$ cat config.mk
export PLATFORM = sky130hd
export DESIGN_NAME = bitwise_logic_unit
export DESIGN_NICKNAME = d
export VERILOG_FILES = /design/src/rtl/bitwise_logic_unit.sv
export SDC_FILE = /design/constraint.sdc
export NUM_CORES = 1
export LEC_CHECK = 0
export ABC_CLOCK_PERIOD_IN_PS = 5100
export CAP_MARGIN = 20
export CORE_UTILIZATION = 35
export DETAILED_ROUTE_END_ITERATION = 10
export GPL_TIMING_DRIVEN = 0
export PLACE_DENSITY = 0.63
export SYNTH_ARGS = -nofsm -noshare
export SYNTH_HDL_FRONTEND = slang
export SYNTH_SLANG_ARGS = --single-unit
$ cat constraint.sdc
create_clock -name clk -period 5.1 [get_ports clk]
set_clock_uncertainty 0.05 [all_clocks]
set_input_delay 0.765 -clock clk [delete_from_list [all_inputs] [get_ports clk]]
set_output_delay 0.765 -clock clk [all_outputs]
set_load 0.03 [all_outputs]
$ cat src/rtl/bitwise_logic_unit.sv
// Registered bitwise logic unit with valid/ready handshakes and an
// accumulate mode. Each accepted beat computes R = f(A', b) and presents it
// on y one cycle later. A' is either operand a or the internal accumulator.
//
// Ports:
//   clk, rst_n          rising-edge clock, synchronous active-low reset
//   in_valid/in_ready   input handshake; in_ready = !out_valid || out_ready
//   op                  operation select (AND/OR/NOT/NOR/NAND/XOR/XNOR/PASS)
//   acc_en, acc_clr     accumulate mode / accumulator clear
//   a, b                operands
//   out_valid/out_ready output handshake
//   y, zero, parity     registered result and its flags
//   beat_cnt            saturating count of accepted beats
module bitwise_logic_unit #(
    parameter int unsigned WIDTH = 32,
    parameter int unsigned CNT_W = 8
) (
    input  logic             clk,
    input  logic             rst_n,
    input  logic             in_valid,
    output logic             in_ready,
    input  logic [2:0]       op,
    input  logic             acc_en,
    input  logic             acc_clr,
    input  logic [WIDTH-1:0] a,
    input  logic [WIDTH-1:0] b,
    output logic             out_valid,
    input  logic             out_ready,
    output logic [WIDTH-1:0] y,
    output logic             zero,
    output logic             parity,
    output logic [CNT_W-1:0] beat_cnt
);

    localparam logic [2:0] OP_AND  = 3'b000;
    localparam logic [2:0] OP_OR   = 3'b001;
    localparam logic [2:0] OP_NOT  = 3'b010;
    localparam logic [2:0] OP_NOR  = 3'b011;
    localparam logic [2:0] OP_NAND = 3'b100;
    localparam logic [2:0] OP_XOR  = 3'b101;
    localparam logic [2:0] OP_XNOR = 3'b110;
    localparam logic [2:0] OP_PASS = 3'b111;

    localparam logic [CNT_W-1:0] CNT_MAX = '1;

    logic [WIDTH-1:0] acc;
    logic [WIDTH-1:0] a_sel;
    logic [WIDTH-1:0] res;
    logic             accept;

    // Ready depends only on output-stage state, never on in_valid.
    assign in_ready = rst_n && (!out_valid || out_ready);
    assign accept   = in_valid && in_ready;

    // A' source: accumulator in accumulate mode (forced to zero on a clear).
    always_comb begin
        a_sel = a;
        if (acc_en) begin
            a_sel = acc_clr ? '0 : acc;
        end
    end

    // Pure bitwise op select.
    always_comb begin
        res = '0;
        unique case (op)
            OP_AND:  res = a_sel & b;
            OP_OR:   res = a_sel | b;
            OP_NOT:  res = ~a_sel;
            OP_NOR:  res = ~(a_sel | b);
            OP_NAND: res = ~(a_sel & b);
            OP_XOR:  res = a_sel ^ b;
            OP_XNOR: res = ~(a_sel ^ b);
            OP_PASS: res = b;
            default: res = '0;
        endcase
    end

    // Output stage: load on accept, drop valid on a drain with no new beat.
    always_ff @(posedge clk) begin
        if (!rst_n) begin
            out_valid <= 1'b0;
            y         <= '0;
            zero      <= 1'b0;
            parity    <= 1'b0;
        end else if (accept) begin
            out_valid <= 1'b1;
            y         <= res;
            zero      <= (res == '0);
            parity    <= ^res;
        end else if (out_ready) begin
            out_valid <= 1'b0;
        end
    end

    // Accumulator: a clear wins unless the same beat accumulates from zero.
    always_ff @(posedge clk) begin
        if (!rst_n) begin
            acc <= '0;
        end else if (accept && acc_en) begin
            acc <= res;
        end else if (acc_clr) begin
            acc <= '0;
        end
    end

    // Saturating accepted-beat counter; only reset clears it.
    always_ff @(posedge clk) begin
        if (!rst_n) begin
            beat_cnt <= '0;
        end else if (accept && (beat_cnt != CNT_MAX)) begin
            beat_cnt <= beat_cnt + CNT_W'(1);
        end
    end

endmodule

After elaboration in Yosys (flattened, before gate mapping)
Index checks and enable logic that the tools add are counted.
Storage, ports and cells
  output and inout bits: 44
  flip-flop bits (word level): 75
  word-level logic and storage cells: 38
  input bits: 73
Operators by class
  equality and inequality tests: 8
  add/sub/neg operators: 1
  reductions and logical operators: 10
  bitwise logic cells: 7
  multiplexer cells: 6
Operators by type and width (number)
  case mux 32 bit (8 select lines): 1
  NOT 32 bit: 4
  2-to-1 mux 32 bit: 3
  bitwise AND 32 bit: 1
  zero test 32 bit: 1
  bitwise OR 32 bit: 1
  parity 32 bit: 1
  XOR 32 bit: 1
  == test 3 bit (second input constant): 4
  adder 8 x 1 -> 8 bit (second input constant): 1
  inequality test 8 bit (second input constant): 1
  == test 3 x 2 -> 1 bit (second input constant): 2
  logical AND 1 bit: 4
  == test 3 x 1 -> 1 bit (second input constant): 1
  zero test 3 bit: 1
  2-to-1 mux 1 bit: 2
  nonzero test 2 bit: 1
  zero test 1 bit: 1
  logical OR 1 bit: 1

Logic depth before layout (Yosys ltp)
  depth in word-level cells: 6
  depth in mapped cells: 15

Least setup slack after synthesis
No wires, ideal clock.
  path type: in2reg
  start: in acc_en
  end: reg parity
  library setup time: 0.131 ns
  arrival time: 3.221 ns
  cell stages on the path: 15
  setup slack: 1.697 ns
  data required time: 4.919 ns
  path through: buf_6 buf_2 mux2_2 inv_1 ha_1 mux2_2 o211ai_1 o2111ai_1 o21ai_1 ha_1 xnor2_1 xnor2_1 xnor2_1 xnor2_1 o21ai_0
On the way
  word-level cells in the longest chain between the ends: 5
  elaborated cells between the ends (all ways): 10
RTL lines
  start: declaration: RTL line 23  | input logic acc_en,
  2-to-1 mux 32 bit (*): RTL line 58  | if (acc_en) begin
  XOR 32 bit, or another cell as far along: RTL line 72, 73
  NOT 32 bit (on tied branches): RTL line 73, 70, 71
  case mux 32 bit (8 select lines) (*): RTL line 66  | unique case (op)
  parity 32 bit (*): RTL line 90  | parity <= ^res;
  end signal: assignment: RTL line 90
  end: declaration: RTL line 31  | output logic parity,
Mark *: on every way between the ends. The rest lies on a longest branch, timed or not.
A chain may end at the register's enable or synchronous reset.

Final worst setup path
  start: in acc_clr
  end: reg parity
On the way
  word-level cells in the longest chain between the ends: 6
  elaborated cells between the ends (all ways): 11
RTL lines
  start: declaration: RTL line 24  | input logic acc_clr,
  2-to-1 mux 32 bit (*)
  2-to-1 mux 32 bit (*): RTL line 58
  XOR 32 bit, or another cell as far along: RTL line 72, 73
  NOT 32 bit (on tied branches): RTL line 73, 70, 71
  case mux 32 bit (8 select lines) (*): RTL line 66
  parity 32 bit (*): RTL line 90
Marks and branches as above.

==> out/qor.json <==
{
  "end_kind": {"value": "register"},
  "hold_path_end": {"value": "y[14]$_SDFFE_PN0P_"},
  "ys_top_cells_by_area": {"value": "sky130_fd_sc_hd__dfxtp_1 22%, sky130_fd_sc_hd__ha_1 15%, sky130_fd_sc_hd__mux2_2 5.7%"},
  "path_cells": {"value": "clkdlybuf4s50_1 -> buf_2 -> nor2b_1 -> mux2_2 -> inv_1 -> ha_1 -> mux2_2 -> o211ai_1 -> o2111ai_1 -> o21ai_1 -> ha_1 -> xnor2_1 -> xnor2_1 -> xnor2_1 -> xnor2_1 -> o21ai_0"},
  "worst_min_delay_path_startpoint": {"value": "y[14]$_SDFFE_PN0P_"},
  "ys_seq_elements": {"value": 75},
  "max_slew.worst_pin.slew": {"value": 0.874, "unit": "ns"},
  "peak_vdd_ir": {"value": 153, "unit": "uV"},
  "cts.htree.levels": {"value": 3},
  "wl": {"value": 22.6, "unit": "mm"},
  "cts.reportedPaths.clkPinSlew": {"value": 0.05, "unit": "ns"},
  "max_clock_freq": {"value": 0.242, "unit": "GHz"},
  "synth_enable_flop_cells": {"value": 0},
  "cp_slowest_stage_delay": {"value": 0.52, "unit": "ns"},
  "global_route_wire_length_before_repair": {"value": 35.0, "unit": "mm"},
  "cell_area_after_synthesis": {"value": 6910, "unit": "um^2"},
  "holdPathStages": {"value": 2},
  "synth.yosys.seq_area_share": {"value": 0.217},
  "initial_utilization": {"value": 0.356},
  "hpwl": {"value": 17.7, "unit": "mm"},
  "grt_usage": {"value": 0.226},
  "route.antenna.remaining_nets": {"value": 0},
  "detailroute.via_count": {"value": 6668},
  "pwr-share-comb": {"value": 0.408},
  "rr_endpoint": {"value": "parity$_SDFFE_PN0P_"},
  "period_needed": {"value": 4.13, "unit": "ns"},
  "first_iter_violations": {"value": 486},
  "hold_buffers": {"value": 0},
  "cts_root_cell": {"value": "sky130_fd_sc_hd__clkbuf_16"},
  "worstSetupStartpoint": {"value": "acc_clr"},
  "die_h": {"value": 143, "unit": "um"},
  "max-cap-violations": {"value": 0},
  "whs": {"value": 0.408, "unit": "ns"},
  "seqPwrFrac": {"value": 0.315},
  "result_of_the_run": {"value": "finished, final reports clean"},
  "cp_data_arrival_time": {"value": 4.28, "unit": "ns"},
  "crit_path_top_delay_cell": {"value": "sky130_fd_sc_hd__clkdlybuf4s50_1"},
  "first_global_vias": {"value": 6390},
  "timing.max_slew.rel_slack": {"value": 0.418},
  "final_layout_size_suffix_gt1_frac": {"value": 0.118},
  "number_of_hold_slack_violations_in_the_final_timing_report": {"value": 0},
  "pre_cts_ws": {"value": 0.628, "unit": "ns"},
  "fin_nets": {"value": 1128},
  "layout_worst_path_cycle_share": {"value": 0.811},
  "clock-sinks": {"value": 75},
  "cts_tree": {"value": "yes"},
  "postSynthNetCount": {"value": 1003},
  "synth-async-reset-ratio": {"value": 0},
  "synth_cells": {"value": 849},
  "r2r.worst_path.cells": {"value": 14},
  "yosys_warning_total": {"value": 0},
  "gp_congestion": {"value": 0.872},
  "report.final.setup_viol": {"value": 0},
  "crit_fanout": {"value": 10},
  "core-area": {"value": 19400, "unit": "um^2"},
  "r2r-start": {"value": "acc[2]$_SDFF_PN0_"},
  "leakagePower": {"value": 0.00355, "unit": "uW"},
  "placementRows": {"value": 51},
  "die_x": {"value": 143, "unit": "um"},
  "drt-vias-per-instance": {"value": 5.36},
  "worst_slack": {"value": 0.966, "unit": "ns"},
  "numCtsBuffers": {"value": 9},
  "drc": {"value": 0},
  "grt_antenna_before_repair": {"value": 0},
  "buffer_ports.inserted": {"value": 114},
  "clkPwrFrac": {"value": 0.277},
  "switching_share_of_power": {"value": 0.344},
  "min-delay-path-class": {"value": "register to register"},
  "detail_route.wl_per_cell": {"value": 18.2, "unit": "um"},
  "critical_path.startpoint_type": {"value": "input port"},
  "post_synth_top_flop": {"value": "sky130_fd_sc_hd__dfxtp_1"},
  "layout.cells.most_common": {"value": "sky130_fd_sc_hd__clkdlybuf4s50_1"},
  "r2r_setup_slack": {"value": 1.88, "unit": "ns"},
  "area_delta_synth_final": {"value": 25.1, "unit": "%"},
  "rsz0062_at_grt": {"value": "false"},
  "grt_start_max_net_pins": {"value": 12},
  "synth.top_cell.area_share": {"value": 0.217},
  "mostFrequentLayoutCells": {"value": "114 x sky130_fd_sc_hd__clkdlybuf4s50_1, 81 x sky130_fd_sc_hd__ha_1, 75 x sky130_fd_sc_hd__dfxtp_1"},
  "grt_overflow": {"value": 0},
  "internal_power": {"value": 1340, "unit": "uW"},
  "timing.setup.critical_path_class": {"value": "input port to register"},
  "synth.distinct_cells": {"value": 57},
  "fin_total_pwr": {"value": 2050, "unit": "uW"},
  "p_sw": {"value": 706, "unit": "uW"},
  "critical_path.most_common_cell": {"value": "sky130_fd_sc_hd__xnor2_1"},
  "postSynthAreaPerCell": {"value": 8.14, "unit": "um^2"},
  "max-clock-path-buffers": {"value": 2},
  "cts_resized": {"value": 0},
  "final.fill_count": {"value": 1973},
  "slew_violations": {"value": 0},
  "dr.pass1.iters": {"value": 7},
  "insertedDiodeCount": {"value": 0},
  "clock_latency": {"value": 0.33, "unit": "ns"},
  "fin_tns_setup": {"value": 0, "unit": "ns"},
  "netlist.top_cell.by_area": {"value": "sky130_fd_sc_hd__dfxtp_1"},
  "post-cts-setup-buffer-count": {"value": 0},
  "multi_input_area": {"value": 4760, "unit": "um^2"},
  "area.sequential": {"value": 1500, "unit": "um^2"},
  "design.portCount": {"value": 117},
  "fp.dieArea": {"value": 20300, "unit": "um^2"},
  "required_time_of_the_critical_path": {"value": 5.25, "unit": "ns"},
  "power.density_cell_area": {"value": 237, "unit": "nW/um^2"}
}
state kept, by name, summed over array words and instances (netlist names):
signal / flops
y: 32
zero: 1
parity: 1
out_valid: 1
beat_cnt: 8
acc: 32
routing by layer:
metal  vias to the layer above  wire length (um)  track usage
met2                       224             10200        0.362
met3                        45              1130       0.0225
met1                      3135             10600        0.311
met5                         -                 0            0
met4                         0               664       0.0849
li1                       3264                 -            -
worst max-delay path: cells and delay by family:
kind                       cells  cell delay (ns)
adders and majority gates      2             0.60
buffers and inverters          3             0.82
and+or+nand+nor                1             0.28
xor gates and xnor gates       4             0.64
AOI/OAI and AO/OA              4             0.59
muxes                          2             0.57
synthesized netlist by cell type, types with 10 or more instances:
cell,n
sky130_fd_sc_hd__nor2b_1,32
sky130_fd_sc_hd__o22ai_2,12
sky130_fd_sc_hd__a21oi_1,21
sky130_fd_sc_hd__o22ai_1,19
sky130_fd_sc_hd__mux2i_1,33
sky130_fd_sc_hd__xnor2_1,26
sky130_fd_sc_hd__nand3_1,72
sky130_fd_sc_hd__o211ai_1,12
sky130_fd_sc_hd__nand2_1,27
sky130_fd_sc_hd__dfxtp_1,75
sky130_fd_sc_hd__mux2_2,35
sky130_fd_sc_hd__clkbuf_1,29
sky130_fd_sc_hd__buf_4,13
sky130_fd_sc_hd__o21ai_1,64
sky130_fd_sc_hd__nor2_1,40
sky130_fd_sc_hd__ha_1,81
sky130_fd_sc_hd__a21boi_1,10
sky130_fd_sc_hd__o2111ai_1,10
sky130_fd_sc_hd__o21ai_0,24
sky130_fd_sc_hd__inv_1,66
sky130_fd_sc_hd__nand2b_1,20
sky130_fd_sc_hd__buf_2,18
power by group through the flow:
stage / clock, uW / combinational (uW) / sequential, uW
after floorplan: 0 / 509 / 710
after global placement: 0 / 817 / 659
after detailed placement: 0 / 829 / 659
after CTS: 572 / 832 / 646
after global routing: 596 / 906 / 650
final: 568 / 836 / 646
kinds of logic after synthesis:
| logic type | count (synthesis) | share of synthesized area |
|---|---|---|
| simple gates | 224 | 0.167 |
| compound gates | 231 | 0.230 |
| buf+inv | 138 | 0.0938 |
| xor+xnor | 32 | 0.0406 |
| flops | 75 | 0.217 |
| mux | 68 | 0.105 |
| fa+ha+maj | 81 | 0.147 |
how the worst max path moves through the flow:
stage / end / slack (ns) / cells after the start
2_1_floorplan: parity$_SDFFE_PN0P_ / 1.70 / 15
3_3_place_gp: parity$_SDFFE_PN0P_ / 0.67 / 16
3_5_place_dp: parity$_SDFFE_PN0P_ / 0.63 / 16
4_1_cts: parity$_SDFFE_PN0P_ / 0.97 / 16
5_1_grt: parity$_SDFFE_PN0P_ / 0.79 / 16
6_report: parity$_SDFFE_PN0P_ / 0.97 / 16
layout make-up:
| cell class | count | share of cell area |
|---|---|---|
| multi-input combinational | 636 | 0.551 |
| sequential | 75 | 0.174 |
| timing repair buffer | 114 | 0.132 |
| buffer | 71 | 0.0459 |
| tap | 265 | 0.0384 |
| inverter | 67 | 0.0291 |
| clock buffer | 12 | 0.0285 |
| clock inverter | 3 | 0.00174 |
through the flow:
step,std cells,area (um^2),utilization
2_1_floorplan,849,6910,-
3_3_place_gp,1228,8380,0.432
3_5_place_dp,1228,8380,0.432
4_1_cts,1243,8650,0.446
5_1_grt,1243,8650,0.446
6_report,1243,8650,0.446
No activity file was read; power rests on OpenSTA's default activity.
